==> src/rtl/i2c_pkg.sv <==
// i2c_pkg: shared state encoding, phase lengths and line-drive decode for the I2C write master
package i2c_pkg;
  typedef enum logic [2:0] {IDLE, START, ADDR, ADDR_ACK, DATA, DATA_ACK, STOP} state_t;
  localparam logic RW_WRITE = 1'b0;
  localparam int Q_START = 2;
  localparam int Q_BIT = 4;
  localparam int Q_STOP = 3;
  function automatic logic [1:0] last_qtr(state_t s);
    return s == START ? 2'(Q_START - 1) : s == STOP ? 2'(Q_STOP - 1) : 2'(Q_BIT - 1);
  endfunction
  function automatic logic [1:0] drive(state_t s, logic [1:0] q, logic b);
    case (s)
      START:              return {1'b0, q == 2'd1};
      ADDR, DATA:         return {q < 2'd2, ~b};
      ADDR_ACK, DATA_ACK: return {q < 2'd2, 1'b0};
      STOP:               return {q == 2'd0, q != 2'd2};
      default:            return 2'b00;
    endcase
  endfunction
  function automatic logic stretch_win(state_t s, logic [1:0] q);
    return s == STOP ? q == 2'd1 : (s inside {ADDR, ADDR_ACK, DATA, DATA_ACK}) && q[1];
  endfunction
endpackage

==> src/rtl/i2c_quarter_tick.sv <==
// i2c_quarter_tick: one-cycle tick every CLK_DIV enabled cycles; frozen by hold, cleared when disabled
module i2c_quarter_tick #(
  parameter int CLK_DIV = 125
) (
  input  logic clk,
  input  logic rst,
  input  logic en,
  input  logic hold,
  output logic tick
);
  logic [15:0] cnt_q, cnt_d;
  assign tick = en && !hold && cnt_q == 16'(CLK_DIV - 1);
  // next count: restart when idle or on wrap, freeze while held
  always_comb cnt_d = !en ? '0 : hold ? cnt_q : tick ? '0 : cnt_q + 16'd1;
  // counter register
  always_ff @(posedge clk)
    if (rst) cnt_q <= '0;
    else cnt_q <= cnt_d;
endmodule

==> src/rtl/i2c_master_wr.sv <==
// i2c_master_wr: single-byte I2C write master; clock stretching enabled by defining I2C_MASTER_WR_CLKSTRETCH_EN
module i2c_master_wr
  import i2c_pkg::*;
#(
  parameter int CLK_DIV = 125
) (
  input  logic       clk,
  input  logic       rst,
  input  logic       start,
  input  logic [6:0] dev_addr,
  input  logic [7:0] data,
  output logic       busy,
  output logic       done,
  output logic       ack_err,
  output logic       scl_oe,
  output logic       sda_oe,
  input  logic       scl_i,
  input  logic       sda_i
);
  state_t state_q, state_d;
  logic [1:0] qtr_q, qtr_d;
  logic [2:0] bit_q, bit_d;
  logic [7:0] shift_q, shift_d, data_q, data_d;
  logic ack_err_q, ack_err_d, done_q, done_d;
  logic scl_oe_q, scl_oe_d, sda_oe_q, sda_oe_d;
  logic tick, hold, last;
  assign busy = state_q != IDLE;
  assign done = done_q;
  assign ack_err = ack_err_q;
  assign scl_oe = scl_oe_q;
  assign sda_oe = sda_oe_q;
`ifdef I2C_MASTER_WR_CLKSTRETCH_EN
  assign hold = !scl_i && stretch_win(state_q, qtr_q);
`else
  logic unused_scl;
  assign unused_scl = scl_i;
  assign hold = 1'b0;
`endif
  i2c_quarter_tick #(.CLK_DIV(CLK_DIV)) u_tick (
    .clk(clk),
    .rst(rst),
    .en(busy),
    .hold(hold),
    .tick(tick)
  );
  // next-state: advance quarters on ticks, move phases on the last quarter, decode line drive from next state
  always_comb begin
    state_d = state_q;
    qtr_d = qtr_q;
    bit_d = bit_q;
    shift_d = shift_q;
    data_d = data_q;
    ack_err_d = ack_err_q;
    done_d = 1'b0;
    last = tick && qtr_q == last_qtr(state_q);
    if (state_q == IDLE) begin
      if (start) begin
        state_d = START;
        qtr_d = 2'd0;
        bit_d = 3'd0;
        shift_d = {dev_addr, RW_WRITE};
        data_d = data;
        ack_err_d = 1'b0;
      end
    end else if (tick) begin
      qtr_d = last ? 2'd0 : qtr_q + 2'd1;
      if (last)
        case (state_q)
          START: state_d = ADDR;
          ADDR, DATA: begin
            shift_d = {shift_q[6:0], 1'b0};
            bit_d = bit_q + 3'd1;
            if (bit_q == 3'd7) state_d = state_q == ADDR ? ADDR_ACK : DATA_ACK;
          end
          ADDR_ACK: begin
            ack_err_d = sda_i;
            state_d = sda_i ? STOP : DATA;
            shift_d = data_q;
          end
          DATA_ACK: begin
            ack_err_d = sda_i;
            state_d = STOP;
          end
          STOP: begin
            state_d = IDLE;
            done_d = 1'b1;
          end
          default: state_d = IDLE;
        endcase
    end
    {scl_oe_d, sda_oe_d} = drive(state_d, qtr_d, shift_d[7]);
  end
  // state and registered line drivers
  always_ff @(posedge clk) begin
    if (rst) begin
      state_q <= IDLE;
      qtr_q <= '0;
      bit_q <= '0;
      shift_q <= '0;
      data_q <= '0;
      ack_err_q <= 1'b0;
      done_q <= 1'b0;
      scl_oe_q <= 1'b0;
      sda_oe_q <= 1'b0;
    end else begin
      state_q <= state_d;
      qtr_q <= qtr_d;
      bit_q <= bit_d;
      shift_q <= shift_d;
      data_q <= data_d;
      ack_err_q <= ack_err_d;
      done_q <= done_d;
      scl_oe_q <= scl_oe_d;
      sda_oe_q <= sda_oe_d;
    end
  end
endmodule

==> config.mk <==
export PLATFORM = sky130hd
export DESIGN_NAME = i2c_master_wr
export DESIGN_NICKNAME = d
export VERILOG_FILES = /design/src/rtl/i2c_pkg.sv /design/src/rtl/i2c_quarter_tick.sv /design/src/rtl/i2c_master_wr.sv
export SDC_FILE = /design/constraint.sdc
export NUM_CORES = 1
export LEC_CHECK = 0
export ABC_AREA = 0
export CAP_MARGIN = 20
export CORE_MARGIN = 2
export CORE_UTILIZATION = 43
export CTS_BUF_LIST = sky130_fd_sc_hd__clkbuf_4 sky130_fd_sc_hd__clkbuf_8
export DETAILED_ROUTE_END_ITERATION = 10
export PLACE_DENSITY = 0.71
export SETUP_SLACK_MARGIN = 0.3
export SLEW_MARGIN = 15
export SYNTH_ARGS = -nofsm -noshare
export SYNTH_HDL_FRONTEND = slang
export SYNTH_SLANG_ARGS = --single-unit
==> constraint.sdc <==
create_clock -name clk -period 4.6 [get_ports clk]
set_input_delay 1.15 -clock clk [delete_from_list [all_inputs] [get_ports clk]]
set_output_delay 1.15 -clock clk [all_outputs]
set_load 0.01 [all_outputs]
## After elaboration in Yosys (flattened, before gate mapping)

Index checks and enable logic that the tools add are counted.

- Bits in registers: 44
- Output and inout bits: 5

- Add/subtract/negate cells: 3
- Order comparisons: 1
- Eq/ne operators: 18
- Multiplexer cells: 31
- Bitwise operators: 4
- Reductions and logical operators: 20

Operators with widths:

| cell | number |
|---|---|
| 2-to-1 mux 3 bit | 11 |
| 2-to-1 mux 8 bit | 4 |
| == test 3 bit, second input constant | 7 |
| adder 16 x 1 -> 16 bit, second input constant | 1 |
| == test 16 x 7 -> 1 bit, second input constant | 1 |
| case mux 8 bit (2 select lines) | 1 |
| == test 3 x 2 -> 1 bit, second input constant | 4 |
| 2-to-1 mux 2 bit | 6 |
| case mux 3 bit (4 select lines) | 1 |
| AND reduction 4 bit | 3 |
| case mux 2 bit (4 select lines) | 1 |
| nonzero test 2 bit | 4 |
| OR reduction 2 bit | 4 |
| 2-to-1 mux 1 bit | 7 |
| == test 3 x 1 -> 1 bit, second input constant | 2 |
| nonzero test 3 bit | 2 |
| != test 2 bit, second input constant | 2 |
| NOT 1 bit | 4 |
| OR reduction 4 bit | 1 |
| adder 3 x 1 -> 3 bit, second input constant | 1 |
| zero test 3 bit | 1 |
| OR reduction 3 bit | 1 |
| adder 2 x 1 -> 2 bit, second input constant | 1 |
| == test 2 x 1 -> 1 bit, second input constant | 1 |
| 5 further kinds | 6 |

## Longest topological paths before layout

- Depth in word-level cells: 11
- Depth in mapped cells: 9

## By module

A second synthesis with hierarchy kept.

- Cells, all modules: 294
- Area total of the unflattened synthesis: 2421.1 sq um

Modules (own cells, without submodules):

| module | instances | cells an instance | area an instance (sq um) | seq. area each (sq um) |
|---|---|---|---|---|
| i2c_master_wr | 1 | 204 | 1636.6 | 560.5 |
| i2c_quarter_tick | 1 | 90 | 784.5 | 320.3 |

## Worst setup path before layout

OpenSTA, ideal clock, no wires.

- Kind: input to register
- From: input port start
- To: register shift_q[3]
- Library setup time: 0.074 ns
- Arrival time: 2.199 ns
- Data required time: 4.526 ns
- Path slack: 2.327 ns
- Cell stages on the path: 6
- Buffers on the path: 1
- Path through: and2_1 -> clkbuf_1 -> o211ai_2 -> nor2_2 -> a22oi_1 -> a31oi_1

- Word-level cells in the longest chain between the ends: 2

RTL lines:

| item | line | source |
|---|---|---|
| start: declaration | i2c_master_wr.sv:9 | `input logic start,` |
| != test 2 bit (no source line) | -- |  |
| AND reduction 4 bit (no source line) | -- |  |
| end signal: assignment | i2c_master_wr.sv:109 | `shift_q <= shift_d;` |
| end: declaration | i2c_master_wr.sv:23 | `logic [7:0] shift_q, shift_d, data_q, data_d;` |

No other way between the ends.
A chain may end at the register's enable or synchronous reset.

## Worst setup path in the final report

- From: register state_q[0]
- To: output port busy

- Word-level cells in the longest chain between the ends: 1

RTL lines:

| item | line | source |
|---|---|---|
| start: declaration | i2c_master_wr.sv:20 | `state_t state_q, state_d;` |
| start signal: assignment | i2c_master_wr.sv:106 | `state_q <= state_d;` |
| nonzero test 3 bit | i2c_master_wr.sv:27 | `assign busy = state_q != IDLE;` |
| end: declaration | i2c_master_wr.sv:12 | `output logic busy,` |

No other way between the ends.

==> results.cfg <==
[status]
outcome = finished clean

[floorplanning]
core_mm2 = 0.00469
die_area_mm2 = 0.00541
num_rows = 25
chipWidth_um = 73.6
start_util_pct = 44.4
ios = 25
die_height_um = 73.6

[synth]
syn_area_mm2 = 0.00208
postSynthCellCount = 249
yosys_warnings = 0
ys_ff_latch = 44
syn_nets = 273
synth_cell_types = 48
ys.flop_type = dfxtp_1
async_flop_share_pct = 0
syn_area_per_cell_um2 = 8.36
synth_edf_count = 0
ys_seq_area_share_pct = 42.3

[layout]
layout_common_cells = dfxtp_1 (44), nand2_1 (43), nor2_1 (35), clkdlybuf4s50_1 (23), a21oi_1 (15)
final_common_cell = dfxtp_1
area_growth_pct = 18.0
num_antenna_cells = 0
drive_gt1_share_pct = 7.38
nNetsFinal = 294

[clock_network]
clk_pin_slew_ns = 0.09
cts_setup_buffers = 0
cts_root_buf = clkbuf_8
htreeDepth = 2
tritoncts = yes
clk_latency_ns = 0.29
clkSinkCount = 44
ctsResizeCount = 0
cts.path.max_buffers = 2
numCtsBuffers = 5
ctsHoldBuffers = 0

[sta]
rsz0062_at_grt = false
fin_crit_ns = 3.09
clock_skew_ns = 0.00767
hold_viol = 0
setup-tns-final_ns = 0
worst_slew_pin_slew_ns = 0.747
setup-violations-final = 0
worst_slew_margin_rel_pct = 50.2
fmax_mhz = 323
drv_slew = 0
fin_crit_sh_pct = 67.2
timing.final.ws_setup_ns = 1.51
whs_ns = 0.459

[place]
hpwlAfterDp_um = 2850
gp_congestion = 0.821
port_buffers = 23
pre_cts_ws_ns = 1.26

[global_routing]
grt_pass1_vias = 1599
grt-ovfl-total = 0
grt_antenna_before_repair = 0
grt_usage_pct = 16.9
grt_pass1_wl_um = 7150
grt_max_degree = 30

[power]
finalPower_w = 0.000758
p_per_area_mw_per_mm2 = 309
peakVddDrop_mv = 0.166
power_leakage_nw = 0.848

[setup_path]
critPathRequiredTime_ns = 3.45
timing.rr.end = shift_q[2]
start_kind = flip-flop
timing.reg2reg.setup_slack_ns = 1.96
worstPathArrival_ns = 1.94
reg2regPathDepth = 6
critPathCaptureType = output pin
path_class = flip-flop to output pin
reg2reg_from = state_q[0]
worstPathMaxFanout = 12

[job]
cap_viol_max_count = 0

[detailed_routing]
num_vias = 1736
dr.pass1.iters = 4
routedWlPerCell_um = 12.6
drtIter0Drc = 108
drtAntennaViolNets = 0
vias_per_cell = 5.34
drc = 0
wl_um = 4090

[min_path]
hold_depth = 2
hold_class = flip-flop to flip-flop
hold_end = data_q[3]
hold_start = data_q[3]
-- where the power goes --
part / internal [W] / switching, W
clock network: 0.000161 / 0.000132
registers: 0.000391 / 0.00000819
logic: 0.0000305 / 0.0000353
-- per-layer routing --
metal / wire (um) / track usage [%]
met1: 2050 / 21.7
met2: 1850 / 27.5
met3: 152 / 4.12
met4: 35 / 6.06
met5: 0 / 0
-- synth_stat cells, types with 4 or more instances --
master / n / area share, %
xor2_1: 11 / 4.6
a21oi_1: 15 / 3.6
nor2_1: 35 / 6.3
dfxtp_1: 44 / 42
o22ai_1: 4 / 1.2
ha_1: 4 / 2.4
nand2_1: 43 / 7.8
a31oi_1: 8 / 2.4
a22oi_1: 7 / 2.5
xnor2_1: 4 / 1.7
nand3_1: 10 / 2.4
buf_2: 4 / 0.96
clkbuf_1: 6 / 1.1
inv_1: 7 / 1.3
-- sequential cells by signal, summed over array words and instances (netlist names) --
name,flops
shift_q,8
bit_q,3
u_tick.cnt_q,16
sda_oe,1
done,1
qtr_q,2
state_q,3
scl_oe,1
ack_err,1
data_q,8
-- layout make-up --
class	instances	area, um^2
sequential	44	881
clock buffer	5	68.8
inverter	8	30.0
multi-input combinational	187	1130
fill	456	2240
timing repair buffer	24	238
clock inverter	3	42.5
tap	54	67.6
-- logic make-up after synthesis --
| logic type | count (synthesis) | synth area share (%) |
|---|---|---|
| adders and majority gates | 4 | 2.40 |
| DFF | 44 | 42.3 |
| buffers and inverters | 18 | 3.49 |
| muxes | 3 | 1.44 |
| xor gates and xnor gates | 15 | 6.31 |
| and+or+nand+nor | 115 | 26.0 |
| AOI/OAI and AO/OA | 50 | 18.1 |
-- how the worst max path moves through the flow --
stage / slack (ns) / end / cells after the start / startpoint
2_1_floorplan: 2.33 / shift_q[3] / 6 / start
3_3_place_gp: 1.34 / shift_q[2] / 6 / start
3_5_place_dp: 1.26 / shift_q[2] / 6 / start
4_1_cts: 1.49 / busy / 3 / state_q[0]
5_1_grt: 1.37 / busy / 3 / state_q[1]
6_report: 1.51 / busy / 3 / state_q[0]
-- per-stage QoR --
stage,util (%),area [um^2],cells
floorplan,-,2080,249
global placement,50.0,2340,317
detailed placement,50.0,2340,317
CTS,52.3,2460,325
global route,52.3,2460,325
finish,52.3,2460,325
-- critical path, stage by stage (launching register included) --
cell	delay, ns
dfxtp_1	0.46
nor3_2	0.53
inv_2	0.14
clkdlybuf4s50_1	0.51
(Power assumes the default switching activity.)
